File: src/rtl/irq_coalesce_if.sv
// Status/config/interrupt bundle between the status register bank, the CPU and irq_coalesce.
// master = bank/CPU side that drives status and acknowledges; slave = the coalescer.
interface irq_coalesce_if #(
  parameter int BITS_W = 8,
  parameter int CNT_W  = 8,
  parameter int TMO_W  = 16
);
  logic [BITS_W-1:0] status;
  logic [BITS_W-1:0] mask;
  logic [CNT_W-1:0]  cfg_thresh;
  logic [TMO_W-1:0]  cfg_tmo;
  logic              irq_ack;
  logic              irq;
  logic [BITS_W-1:0] irq_src;
  logic [CNT_W-1:0]  evt_cnt;

  modport master (
    output status, mask, cfg_thresh, cfg_tmo, irq_ack,
    input  irq, irq_src, evt_cnt
  );

  modport slave (
    input  status, mask, cfg_thresh, cfg_tmo, irq_ack,
    output irq, irq_src, evt_cnt
  );
endinterface

File: src/rtl/irq_coalesce.sv
// Interrupt coalescer: counts rising masked status bits and fires one irq on threshold or timeout.
// Define IRQ_COALESCE_PULSE_EN for a 1-cycle irq pulse instead of a level held until irq_ack.
module irq_coalesce #(
  parameter int BITS_W = 8,
  parameter int CNT_W  = 8,
  parameter int TMO_W  = 16
) (
  input logic          clk,
  input logic          rst,
  irq_coalesce_if.slave bus
);
  localparam int PC_W = $clog2(BITS_W + 1);

  typedef enum logic [1:0] {IDLE, COLLECT, FIRE} state_e;

  state_e            state_q, state_d;
  logic              irq_q, irq_d;
  logic [BITS_W-1:0] irq_src_q, irq_src_d;
  logic [BITS_W-1:0] masked_prev_q;
  logic [CNT_W-1:0]  evt_cnt_q, evt_cnt_d;
  logic [TMO_W-1:0]  timer_q, timer_d;

  logic [BITS_W-1:0] masked, new_evt;
  logic [PC_W-1:0]   new_pop;
  logic [CNT_W:0]    cnt_sum;
  logic [CNT_W-1:0]  cnt_inc, thresh_eff;
  logic [TMO_W-1:0]  timer_inc;
  logic              fire, ack_eff;

  function automatic logic [PC_W-1:0] popcount(input logic [BITS_W-1:0] v);
    popcount = '0;
    for (int i = 0; i < BITS_W; i++) popcount = popcount + PC_W'(v[i]);
  endfunction

  assign masked  = bus.status & bus.mask;
  assign new_evt = masked & ~masked_prev_q;
  assign new_pop = popcount(new_evt);

  assign cnt_sum    = {1'b0, evt_cnt_q} + (CNT_W + 1)'(new_pop);
  assign cnt_inc    = cnt_sum[CNT_W] ? '1 : cnt_sum[CNT_W-1:0];
  assign timer_inc  = (timer_q == '1) ? timer_q : timer_q + TMO_W'(1);
  assign thresh_eff = (bus.cfg_thresh == '0) ? CNT_W'(1) : bus.cfg_thresh;
  assign fire       = (evt_cnt_q >= thresh_eff) ||
                      ((bus.cfg_tmo != '0) && (timer_q >= bus.cfg_tmo));

`ifdef IRQ_COALESCE_PULSE_EN
  // FIRE always lasts one cycle, so the acknowledge input plays no part.
  assign ack_eff = 1'b1;
  wire   unused_ack = bus.irq_ack;
`else
  assign ack_eff = bus.irq_ack;
`endif

  always_comb begin
    // NOTE: every _d gets its default first so no path through the case infers a latch.
    state_d   = state_q;
    irq_d     = irq_q;
    irq_src_d = irq_src_q;
    evt_cnt_d = evt_cnt_q;
    timer_d   = timer_q;

    if (state_q != FIRE) evt_cnt_d = cnt_inc;

    unique case (state_q)
      IDLE: begin
        timer_d = '0;
        if (|masked) state_d = COLLECT;
      end
      COLLECT: begin
        if (masked == '0) begin
          state_d   = IDLE;
          evt_cnt_d = '0;
          timer_d   = '0;
        end else begin
          timer_d = timer_inc;
          if (fire) begin
            state_d   = FIRE;
            irq_d     = 1'b1;
            irq_src_d = masked;
          end
        end
      end
      FIRE: begin
        // Events arriving here are tracked in masked_prev_q but never counted.
        if (ack_eff) begin
          irq_d     = 1'b0;
          evt_cnt_d = '0;
          timer_d   = '0;
          state_d   = (|masked) ? COLLECT : IDLE;
        end
      end
      default: state_d = IDLE;
    endcase
  end

  always_ff @(posedge clk or posedge rst) begin
    if (rst) begin
      state_q       <= IDLE;
      irq_q         <= 1'b0;
      irq_src_q     <= '0;
      masked_prev_q <= '0;
      evt_cnt_q     <= '0;
      timer_q       <= '0;
    end else begin
      // NOTE: non-blocking so every register samples the same pre-edge values.
      state_q       <= state_d;
      irq_q         <= irq_d;
      irq_src_q     <= irq_src_d;
      masked_prev_q <= masked;
      evt_cnt_q     <= evt_cnt_d;
      timer_q       <= timer_d;
    end
  end

  assign bus.irq     = irq_q;
  assign bus.irq_src = irq_src_q;
  assign bus.evt_cnt = evt_cnt_q;
endmodule
File: src/flat_wrapper.sv
// flat-port wrapper written by rule: the top's interface ports become plain ports
module irq_coalesce_flat 
#(
  parameter int BITS_W = 8,
  parameter int CNT_W  = 8,
  parameter int TMO_W  = 16
)
  (clk, rst, bus_status, bus_mask, bus_cfg_thresh, bus_cfg_tmo, bus_irq_ack, bus_irq, bus_irq_src, bus_evt_cnt);
  irq_coalesce_if #(.BITS_W(BITS_W), .CNT_W(CNT_W), .TMO_W(TMO_W)) bus_i ();
  input logic clk;
  input logic rst;
  input wire logic [$bits(bus_i.status)-1:0] bus_status;
  input wire logic [$bits(bus_i.mask)-1:0] bus_mask;
  input wire logic [$bits(bus_i.cfg_thresh)-1:0] bus_cfg_thresh;
  input wire logic [$bits(bus_i.cfg_tmo)-1:0] bus_cfg_tmo;
  input wire logic [$bits(bus_i.irq_ack)-1:0] bus_irq_ack;
  output wire logic [$bits(bus_i.irq)-1:0] bus_irq;
  output wire logic [$bits(bus_i.irq_src)-1:0] bus_irq_src;
  output wire logic [$bits(bus_i.evt_cnt)-1:0] bus_evt_cnt;
  assign bus_i.status = bus_status;
  assign bus_i.mask = bus_mask;
  assign bus_i.cfg_thresh = bus_cfg_thresh;
  assign bus_i.cfg_tmo = bus_cfg_tmo;
  assign bus_i.irq_ack = bus_irq_ack;
  assign bus_irq = bus_i.irq;
  assign bus_irq_src = bus_i.irq_src;
  assign bus_evt_cnt = bus_i.evt_cnt;
  irq_coalesce #(.BITS_W(BITS_W), .CNT_W(CNT_W), .TMO_W(TMO_W)) u_core (.clk(clk), .rst(rst), .bus(bus_i));
endmodule
File: config.mk
export PLATFORM = sky130hd
export DESIGN_NAME = irq_coalesce_flat
export DESIGN_NICKNAME = d
export VERILOG_FILES = /design/src/rtl/irq_coalesce_if.sv /design/src/rtl/irq_coalesce.sv /design/src/flat_wrapper.sv
export SDC_FILE = /design/constraint.sdc
export NUM_CORES = 1
export LEC_CHECK = 0
export ABC_CLOCK_PERIOD_IN_PS = 8820
export BUFFER_PORTS_ARGS = -buffer_cell sky130_fd_sc_hd__buf_4
export CAP_MARGIN = 20
export CORE_UTILIZATION = 60
export DETAILED_ROUTE_END_ITERATION = 10
export PLACE_DENSITY_LB_ADDON = 0.3
export SKIP_CTS_REPAIR_TIMING = 1
export SYNTH_ARGS = -nofsm -noshare
export SYNTH_HDL_FRONTEND = slang
export SYNTH_SLANG_ARGS = --single-unit
File: constraint.sdc
create_clock -name clk -period 8.82 [get_ports clk]
set_input_delay 0 -clock clk [delete_from_list [all_inputs] [get_ports clk]]
set_output_delay 0 -clock clk [all_outputs]
set_load 0.01 [all_outputs]
-- After elaboration in Yosys (flattened, before gate mapping)
Index checks and enable logic that the tools add are counted.
- bitwise operators: 4
- reduce and logical (&&, ||, !) cells: 13
- eq/ne operators: 10
- add/subtract/negate cells: 9
- divide/modulo/power cells: 0
- order comparisons: 2
- shifts and indexed selects: 0
- multipliers: 0
- muxes and demuxes: 20
- operator list (kind ; number):
    16-bit 2-to-1 mux ; 3
    16-bit case mux with 3 select lines ; 1
    8-bit 2-to-1 mux ; 5
    4-bit by 1-bit adder with 4-bit output ; 6
    16-bit by 1-bit adder with 16-bit output, second input constant ; 1
    8-bit bitwise AND ; 2
    16-bit equality test, second input constant ; 1
    16-bit >= comparator ; 1
    8-bit zero test ; 2
    8-bit case mux with 2 select lines ; 1
    16-bit nonzero test ; 1
    8-bit by 4-bit adder with 9-bit output ; 1
    3-bit AND reduction ; 3
    8-bit >= comparator ; 1
    2-bit 2-to-1 mux ; 4
    8-bit inverter ; 1
    8-bit OR reduction ; 1
    2-bit != test, second input constant ; 3
    2-bit case mux with 3 select lines ; 1
    1-bit 2-to-1 mux ; 4
    2-bit by 1-bit != test with 1-bit output, second input constant ; 2
    4-bit AND reduction ; 1
    3-bit by 1-bit != test with 1-bit output, second input constant ; 1
    3-bit != test, second input constant ; 1
    other kinds (10) ; 10
- logic and storage cells: 64
- bits in latches: 0
- bits in read-only memories: 0
- memories: 0
- register bits after elaboration: 43
- memory bits (writable): 0

-- Longest topological paths before layout
Gate-level depths: netlist of the first run.
- word-level depth: 14
- mapped depth: 18
- depth with buffers taken out: 18

-- Worst setup path before layout of the first run
No wires, ideal clock.
- kind: register -> register
- start point: reg u_core.masked_prev_q[0]
- end point: reg u_core.evt_cnt_q[7], in the netlist u_core.bus.evt_cnt[7]
- buffers on the path: 0
- setup slack: 4.725 ns
- setup time: 0.094 ns
- arrival time: 4.001 ns
- data required time: 8.726 ns
- cell stages (with the launch flop): 17
- period minus slack after synthesis: 4.095 ns
- path through: dfrtp_1 nor2b_1 ha_1 inv_1 fa_1 fa_1 inv_1 fa_1 inv_1 fa_1 fa_1 nor2b_1 o21ai_0 a21oi_1 and3_1 nor3_1 a211oi_1
- longest elaborated chain between the ends: 14
- ends and longest elaborated chain (what ; RTL line ; text):
    start, declared ; irq_coalesce.sv:19 ; logic [BITS_W-1:0] masked_prev_q;
    start signal, assigned ; irq_coalesce.sv:109 ; masked_prev_q <= masked;
    8-bit inverter (*) ; irq_coalesce.sv:36 ; assign new_evt = masked & ~masked_prev_q;
    8-bit bitwise AND (*) ; irq_coalesce.sv:36 ;
    1-bit by 1-bit adder with 2-bit output (*) ; irq_coalesce.sv:32 ; for (int i = 0; i < BITS_W; i++) popcount = popcount + PC_W'(v[i]);
    4-bit by 1-bit adder with 4-bit output (*) (6 in a row) ; irq_coalesce.sv:32 ;
    8-bit by 4-bit adder with 9-bit output (*) ; irq_coalesce.sv:39 ; assign cnt_sum = {1'b0, evt_cnt_q} + (CNT_W + 1)'(new_pop);
    8-bit 2-to-1 mux (*) ; irq_coalesce.sv:40 ; assign cnt_inc = cnt_sum[CNT_W] ? '1 : cnt_sum[CNT_W-1:0];
    8-bit 2-to-1 mux (*) ; irq_coalesce.sv:62 ; if (state_q != FIRE) evt_cnt_d = cnt_inc;
    8-bit 2-to-1 mux (on tied branches) ; irq_coalesce.sv:85, irq_coalesce.sv:70 ;
    8-bit case mux with 2 select lines (*) ; irq_coalesce.sv:64 ; unique case (state_q)
    net u_core.evt_cnt_d[7] ; irq_coalesce.sv:20 ; logic [CNT_W-1:0] evt_cnt_q, evt_cnt_d;
    end signal, assigned ; irq_coalesce.sv:110 ; evt_cnt_q <= evt_cnt_d;
    end, declared ; irq_coalesce.sv:20 ;
The timed path passes the listed nets; every way through them passes the cells marked *.
A chain may end at the register's enable or synchronous reset.

-- Worst setup path in the final report of the first run
- start point: in bus_mask[0]
- end point: reg u_core.evt_cnt_q[7], in the netlist u_core.bus.evt_cnt[7]
- longest elaborated chain between the ends: 14
- ends and longest elaborated chain (what ; RTL line ; text):
    start, declared ; flat_wrapper.sv:13 ; input wire logic [$bits(bus_i.mask)-1:0] bus_mask;
    8-bit bitwise AND (*) ; irq_coalesce.sv:35 ; assign masked = bus.status & bus.mask;
    net u_core.masked[0] ; irq_coalesce.sv:23 ; logic [BITS_W-1:0] masked, new_evt;
    8-bit bitwise AND ; irq_coalesce.sv:36 ;
    1-bit by 1-bit adder with 2-bit output ; irq_coalesce.sv:32 ;
    4-bit by 1-bit adder with 4-bit output (6 in a row) ; irq_coalesce.sv:32 ;
    8-bit by 4-bit adder with 9-bit output ; irq_coalesce.sv:39 ;
    8-bit 2-to-1 mux ; irq_coalesce.sv:40 ;
    8-bit 2-to-1 mux ; irq_coalesce.sv:62 ;
    8-bit 2-to-1 mux (on tied branches) ; irq_coalesce.sv:85, irq_coalesce.sv:70 ;
    8-bit case mux with 2 select lines (*) ; irq_coalesce.sv:64 ;
    net u_core.evt_cnt_d[7] ; irq_coalesce.sv:20 ;
Marked as above.

==> metrics.md, run 1 <==
| Metric | Value |
|---|---|
| Net count after synthesis | `414` |
| Initial antenna violation count | `0` |
| Synth top area share | `0.344` |
| Crit Path Max Fanout | `4` |
| CP arrival | `4780 ps` |
| Fillers | `364` |
| Yosys top cell by area | `dfrtp_1` |
| Pwr Total | `848 uW` |
| Placement Rows | `25` |
| Worst setup margin | `4260 ps` |
| Share of layout cells above drive strength 1 | `0.220` |
| Mean Syn Cell Area | `9.47 um2` |
| Layout area overhead | `22.9%` |
| Max stage delay on crit path | `540 ps` |
| Endpoint class of the critical path | `flip-flop` |
| Critical path class | `primary input to flip-flop` |
| VDD IR max | `208 uV` |
| Die height | `74.2 um` |
| Clock transition at the registers of the reported paths | `80 ps` |
| Routability-driven placement congestion ratio | `0.859` |
| MaxCap Viol Count | `0` |
| Critical path launch point | `bus_mask[0]` |
| Commonest non-fill, non-tap cell in the layout | `buf_4` |
| FFs w/ async S/R, synth | `1.00` |
| Io pins | `60` |
| H-tree depth | `2` |
| Final hold slack | `-10.9 ps` |
| Aggregate global routing overflow | `0` |
| Drt wl/cell | `15.2 um` |
| Setup Skew | `8.60 ps` |
| Clock Latency Late Sink | `310 ps` |
| Port bufs | `59` |
| Min Tclk post-route | `around 4600 ps` |
| Ys flop type | `dfrtp_1` |
| First-pass GRT wire length | `11.3 mm` |
| Slew @ Worst Pin | `about 860 ps` |
| Clk sinks | `43` |
| Total track usage | `0.273` |
| Failing checks | `hold timing` |
| CTS tree | `done` |
| Largest net degree at the start of global routing | `44` |
| Final period util | `0.517` |
| Die area | `around 5500 um2` |
| Post-Syn Area | `3120 um2` |
| Vias in the first global route | `2616` |
| DR iter-0 viols | `181` |
| Critical-path cell list | `dlygate4sd3_1 > buf_4 > and2_1 > nor2b_1 > ha_1 > inv_1 > fa_1 > fa_1 > inv_1 > fa_1 > inv_1 > fa_1 > fa_1 > nor2b_1 > o21ai_0 > a21oi_1 > and3_1 > nor3_1 > a211oi_1` |
| Core footprint | `between 4000 and 5000 um2` |
| Inst Count DP | `452` |
| Flops & latches, synth | `43` |
| Final hold viol count | `1` |
| Routed vias/inst | `5.83` |
| R2r setup slk | `around 4500 ps` |
| Total CTS buffers | `5` |
| Remaining DRCs | `0` |
| Setup TNS | `0 ps` |
| Post-route ant nets | `0` |
| Root buffer cell | `clkbuf_8` |
| Worst path required time | `9040 ps` |
| Final #Nets | `483` |
| Final setup fails | `0` |
| Yosys cell types | `58` |
| Initial DRT Pass Iterations | `4` |
| Hold Crit Class | `primary input to flip-flop` |
| Rel. slew slack | `0.426` |
| Final Max Slew Viols | `0` |
| Longest Clk Path Bufs | `2` |
| Post-Place Setup Slack | `4470 ps` |
| Post-synth EDFFs | `0` |
| Effective utilization at floorplan | `0.640` |
| CP dominant cell by count | `fa_1` |
| Reg2Reg Launch Point | `u_core.masked_prev_q[0]` |
| Status | `complete, but fails checks` |
| RSZ-0062 raised after global routing | `false` |
| Static Leakage | `roughly 2 nW` |
| Sequential area share after synthesis | `0.344` |
| Routed WL | `approximately 7.1 mm` |
| Fmax | `219 MHz` |
| Via count | `2723` |
| Hpwl dp | `5.21 mm` |
| Hold_sp | `bus_status[0]` |
| Crit-path slowest cell | `fa_1` |
| CP Launch Type | `primary input` |
| Ant diodes | `0` |
| Ys Warns | `0` |
| PD cells | `221 nW/um2` |
| Top cells by area, synth | `dfrtp_1 34%, ha_1 14%, inv_1 5.3%` |
| Final Non-Filler Cells | `467` |
| Commonest cells after routing, fill and taps aside | `60 x buf_4, 44 x inv_1, 43 x dfrtp_1` |
| Cells after Synth | `330` |
| Die X | `74.2 um` |
==> synth_stat cells (2+ instances only) <==
cell	instances
a21o_1	5
a21oi_1	16
a221o_1	2
a31oi_1	3
a41o_1	2
and2_1	7
and2_4	2
and3_1	6
and4_1	2
clkbuf_1	3
dfrtp_1	43
fa_1	5
ha_1	36
inv_1	44
mux2_1	4
mux2_2	7
mux2_4	2
nand2_1	10
nand2b_1	6
nand3_1	9
nand4_1	11
nor2_1	20
nor2b_1	11
nor3_1	4
nor4_1	5
o211ai_2	2
o21a_1	4
o21ai_0	15
o22ai_1	2
o2bb2ai_1	2
o32ai_1	2
or3_1	3
or4_4	2
xnor2_1	3
xor2_1	7
==> cells by family after synthesis <==
logic type / synth area share
simple gates: 0.187
compound gates: 0.152
mux: 0.0525
flops: 0.344
xor+xnor: 0.0280
buf+inv: 0.0605
fa+ha+maj: 0.176
==> final timing paths <==
check                      cells after the start                       to
max in group asynchronous                      4    u_core.bus.evt_cnt[7]
min                                            2  u_core.masked_prev_q[0]
max                                           19    u_core.bus.evt_cnt[7]
min reg2reg                                    1    u_core.bus.irq_src[5]
max reg2reg                                   16    u_core.bus.evt_cnt[7]
min in group asynchronous                      4  u_core.masked_prev_q[3]
==> sequential cells by signal (all words and copies together), names as in the netlist <==
register              count
u_core.timer_q           16
u_core.bus.evt_cnt        8
u_core.bus.irq_src        8
u_core.masked_prev_q      8
u_core.state_q            2
u_core.bus.irq            1
==> power by group <==
| part | switching [mW] | internal, mW | leakage (nW) | total [mW] |
|---|---|---|---|---|
| Combinational | 0.215 | 0.174 | 1.36 | 0.389 |
| Clock | 0.0729 | 0.113 | 0.0644 | 0.186 |
| Sequential | 0.0367 | 0.237 | 0.576 | 0.274 |
==> routing by layer <==
metal	vias to the layer above	track usage	wire length, um
li1	1311	-	-
met1	1293	0.350	3110
met2	101	0.459	3450
met3	18	0.0461	367
met4	0	0.115	171
met5	-	0	0
==> worst max-delay path: cells and delay by family <==
family / cells / cell delay [ps]
buf+inv: 5 / 840
simple gates: 5 / 720
compound gates: 3 / 580
fa+ha+maj: 6 / 2630
==> per-stage QoR <==
step           utilization  instance area, um2
6_report             0.787                3840
5_1_grt              0.787                3840
4_1_cts              0.773                3770
3_5_place_dp         0.745                3630
3_3_place_gp         0.745                3630
2_1_floorplan            -                3120
==> layout make-up <==
class | instances | area, um2 | share of cell area
Clock inverter | 3 | 67.6 | 0.0176
Inverter | 44 | 165 | 0.0430
Tap cell | 67 | 83.8 | 0.0218
Multi-Input combinational cell | 238 | 1860 | 0.484
Timing Repair Buffer | 67 | 520 | 0.136
Sequential cell | 43 | 1080 | 0.280
Clock buffer | 5 | 68.8 | 0.0179
No activity file was read; power rests on OpenSTA's default activity.
==> inputs of run 2 (changes only) <==
ABC_AREA = 1   (was default)
ABC_CLOCK_PERIOD_IN_PS = 3980   (was 8820)
CORE_UTILIZATION = 51   (was 60)
clock period = 3.98 ns   (was 8.82 ns; I/O delays follow)
==> run 2 against run 1 <==
Register-to-register slack worse by 4400 ps. Final cell count grew 29%. Critical path depth unchanged. Sequential share of layout area down 2.4 points. Count of clock-buffer cells in the layout unchanged. The run now ends clean. Combinational power up 120%. Die area grew 26%. Routed wire length increased by 10%. Utilization shrank 13 points. Power up 110%. Via count grew 15%.
==> metrics.md, run 2 <==
| Metric | Value |
|---|---|
| Static Leakage | `about 2.2 nW` |
| Pwr Total | `1.75 mW` |
| Flops & latches, synth | `43` |
| Worst setup margin | `88.2 ps` |
| Drt wl/cell | `13.0 um` |
| Yosys cell types | `37` |
| Routability-driven placement congestion ratio | `0.958` |
| XOR/XNOR Fraction of Synth Area | `0.0339` |
| VDD IR max | `296 uV` |
| Final period util | `0.978` |
| Net count after synthesis | `527` |
| Critical-path cell list | `or2_2 > fa_1 > fa_1 > inv_2 > fa_2 > inv_2 > fa_2 > inv_1 > ha_4 > nand3_2 > nand2_2 > nand2_1 > nand2_2 > nand3_2 > nor2_2 > inv_1 > o21ai_1 > nand3_1 > nand2_1` |
| R2r setup slk | `90 ps` |
| Clock transition at the registers of the reported paths | `100 ps` |
| Max reg flops | `16` |
| Vias in the first global route | `2954` |
| Post-route ant nets | `0` |
| Crit-path slowest cell | `fa_2` |
| Slew @ Worst Pin | `around 550 ps` |
| CP delay by family, top | `adder cells` |
| Top-count cell post-synth | `nand2_1` |
| Die X | `83.2 um` |
| Endpoint class of the critical path | `flip-flop` |
| Ys flop type | `dfrtp_1` |
| Ant diodes | `0` |
| Final hold viol count | `0` |
| Register area | `1080 um2` |
| Post-synth EDFFs | `0` |
| Core footprint | `6350 um2` |
| CP arrival | `4130 ps` |
| Compound-cell area share of the yosys netlist | `0.0927` |
| Port bufs | `59` |
| Critical path launch point | `u_core.masked_prev_q[4]` |
| MaxCap Viol Count | `0` |
| Cells after Synth | `around 440` |
| H-tree depth | `2` |
| Commonest non-fill, non-tap cell in the layout | `nand2_1` |
| Synth top area share | `0.320` |
| First-pass GRT wire length | `12.8 mm` |
| Sequential area share after synthesis | `0.320` |
| Share of layout cells above drive strength 1 | `0.226` |
| CP Launch Type | `flip-flop` |
| Io pins | `60` |
| Critical Path Stages | `19` |
| DR iter-0 viols | `between 200 and 250` |
| Remaining DRCs | `0` |
| Ys Warns | `0` |
| Reg2Reg Launch Point | `u_core.masked_prev_q[4]` |
| Status | `finished, final reports clean` |
| Placement Rows | `29` |
| Mean Syn Cell Area | `between 7 and 8 um2` |
| Initial antenna violation count | `0` |
| Mux cell area share after synthesis | `0` |
| Yosys top cell by area | `dfrtp_1` |
| Longest Clk Path Bufs | `2` |
| Final setup fails | `0` |
| Clock Latency Late Sink | `300 ps` |
| Multi-input logic area | `about 2000 um2` |
| PD cells | `roughly 420 nW/um2` |
| Largest net degree at the start of global routing | `44` |
| Largest Register | `u_core.timer_q` |
| Hold Crit Class | `primary input to flip-flop` |
| Crit path capture | `u_core.bus.evt_cnt[7]` |
| Final Non-Filler Cells | `603` |
| Min Tclk post-route | `3890 ps` |
| FFs w/ async S/R, synth | `1.00` |
| Aggregate global routing overflow | `0` |
| Synth Area in Adders | `0.164` |
| Worst r2r path cells | `19` |
| Most frequent cells after synthesis | `104 x nand2_1, 75 x inv_1, 43 x dfrtp_1` |
| Die height | `between 80 and 90 um` |
| Layout area overhead | `25.0%` |
| Effective utilization at floorplan | `0.529` |
| Total track usage | `0.222` |
| Final Max Slew Viols | `0` |
| Commonest cells after routing, fill and taps aside | `102 x nand2_1, 71 x inv_1, 64 x buf_4` |
| Clk sinks | `43` |
| Inst Count DP | `577` |
| Simple-Gate Fraction of Synth Area | `0.288` |
| Fillers | `525` |
| Combinational family with the most area after synthesis | `simple AND/OR/NAND/NOR gates` |
| Post-Place Setup Slack | `-118 ps` |
| Via count | `roughly 3100` |
| CTS tree | `done` |
| Final #Nets | `609` |
| Die area | `6920 um2` |
| FF-to-FF End | `u_core.bus.evt_cnt[7]` |
| Fmax | `257 MHz` |
| Critical path class | `flip-flop to flip-flop` |
| Root buffer cell | `clkbuf_8` |
| CP bufs+invs | `4` |
| Worst path required time | `4220 ps` |
| Max stage delay on crit path | `580 ps` |
| Hpwl dp | `about 5.8 mm` |
| Routed vias/inst | `5.21` |
| Total CTS buffers | `5` |
| Initial DRT Pass Iterations | `5` |
| RSZ-0062 raised after global routing | `true` |
| Routed WL | `between 7 and 8 mm` |
| Top cells by area, synth | `dfrtp_1 32%, ha_1 13%, nand2_1 12%` |
| Post-Syn Area | `3360 um2` |
| Crit Path Max Fanout | `2` |
| Rel. slew slack | `0.636` |
| Setup Skew | `5.71 ps` |
[run 2: cell types whose count changed in the layout (fill, tap and decap cells not counted), moves of 7 or more]
cell           previous run  this run
mux2_2                    7         0
nand2_1                  10       102
inv_2                     0        10
nor2_1                   20        30
nor2b_1                  11         0
nand2_2                   0         8
dlygate4sd3_1             7        15
inv_1                    44        71
and2_1                    7         0
nand3_1                   9        24
nor3_1                    4        15
[run 2: metrics by stage]
stage / setup TNS, ps / hold slack (ps) / instance area, um2 / utilization
global placement: 0 / 180 / 3880 / 0.611
global route: -421 / 36.6 / 4200 / 0.662
floorplan: 0 / 122 / 3360 / -
finish: 0 / 3.51 / 4200 / 0.662
CTS: -314 / -157 / 3980 / 0.626
detailed placement: -153 / 183 / 3880 / 0.611
[run 2: area by class of cell]
cell class,count,area share
Timing Repair Buffer,79,0.150
Clock inverter,3,0.00625
Sequential cell,43,0.256
Inverter,82,0.0732
Clock buffer,5,0.0164
Multi-Input combinational cell,314,0.475
Tap cell,77,0.0229
[run 2: worst register-to-register path, cell delays in order, from the launching register on]
cell,delay [ps]
dfrtp_1,370
or2_2,320
fa_1,570
fa_1,420
inv_2,100
fa_2,250
inv_2,50
fa_2,580
inv_1,70
ha_4,260
nand3_2,70
nand2_2,70
nand2_1,60
nand2_2,60
nand3_2,80
nor2_2,140
inv_1,70
o21ai_1,120
nand3_1,100
nand2_1,60
[run 2: how the worst min path moves through the flow]
stage	cells after the start	startpoint	slack [ps]	end
final	3	bus_mask[1]	4	u_core.bus.irq_src[1]
after global routing	3	bus_mask[1]	40	u_core.bus.irq_src[1]
after CTS	3	rst	-160	u_core.bus.irq_src[0]
after detailed placement	3	rst	180	u_core.bus.irq_src[1]
after global placement	3	rst	180	u_core.bus.irq_src[1]
after floorplan	2	bus_mask[1]	120	u_core.masked_prev_q[1]
[run 2: cell families (layout without fill, tap and decap cells)]
logic type / Yosys count / count (layout)
xor+xnor: 13 / 13
flops: 43 / 43
compound gates: 50 / 50
buf+inv: 86 / 169
fa+ha+maj: 41 / 41
simple gates: 210 / 210
[run 2: per-layer routing]
| layer | up-vias | wire length [um] | track usage |
|---|---|---|---|
| li1 | 1593 | - | - |
| met1 | 1446 | 3600 | 0.296 |
| met2 | 90 | 3780 | 0.382 |
| met3 | 11 | 387 | 0.0378 |
| met4 | 0 | 78 | 0.0439 |
| met5 | - | 0 | 0 |
[run 2: power by group]
group / internal (mW) / total [mW] / switching (mW)
Clock: 0.131 / 0.304 / 0.174
Combinational: 0.359 / 0.842 / 0.483
Sequential: 0.520 / 0.605 / 0.0847
Total: 1.01 / 1.75 / 0.742
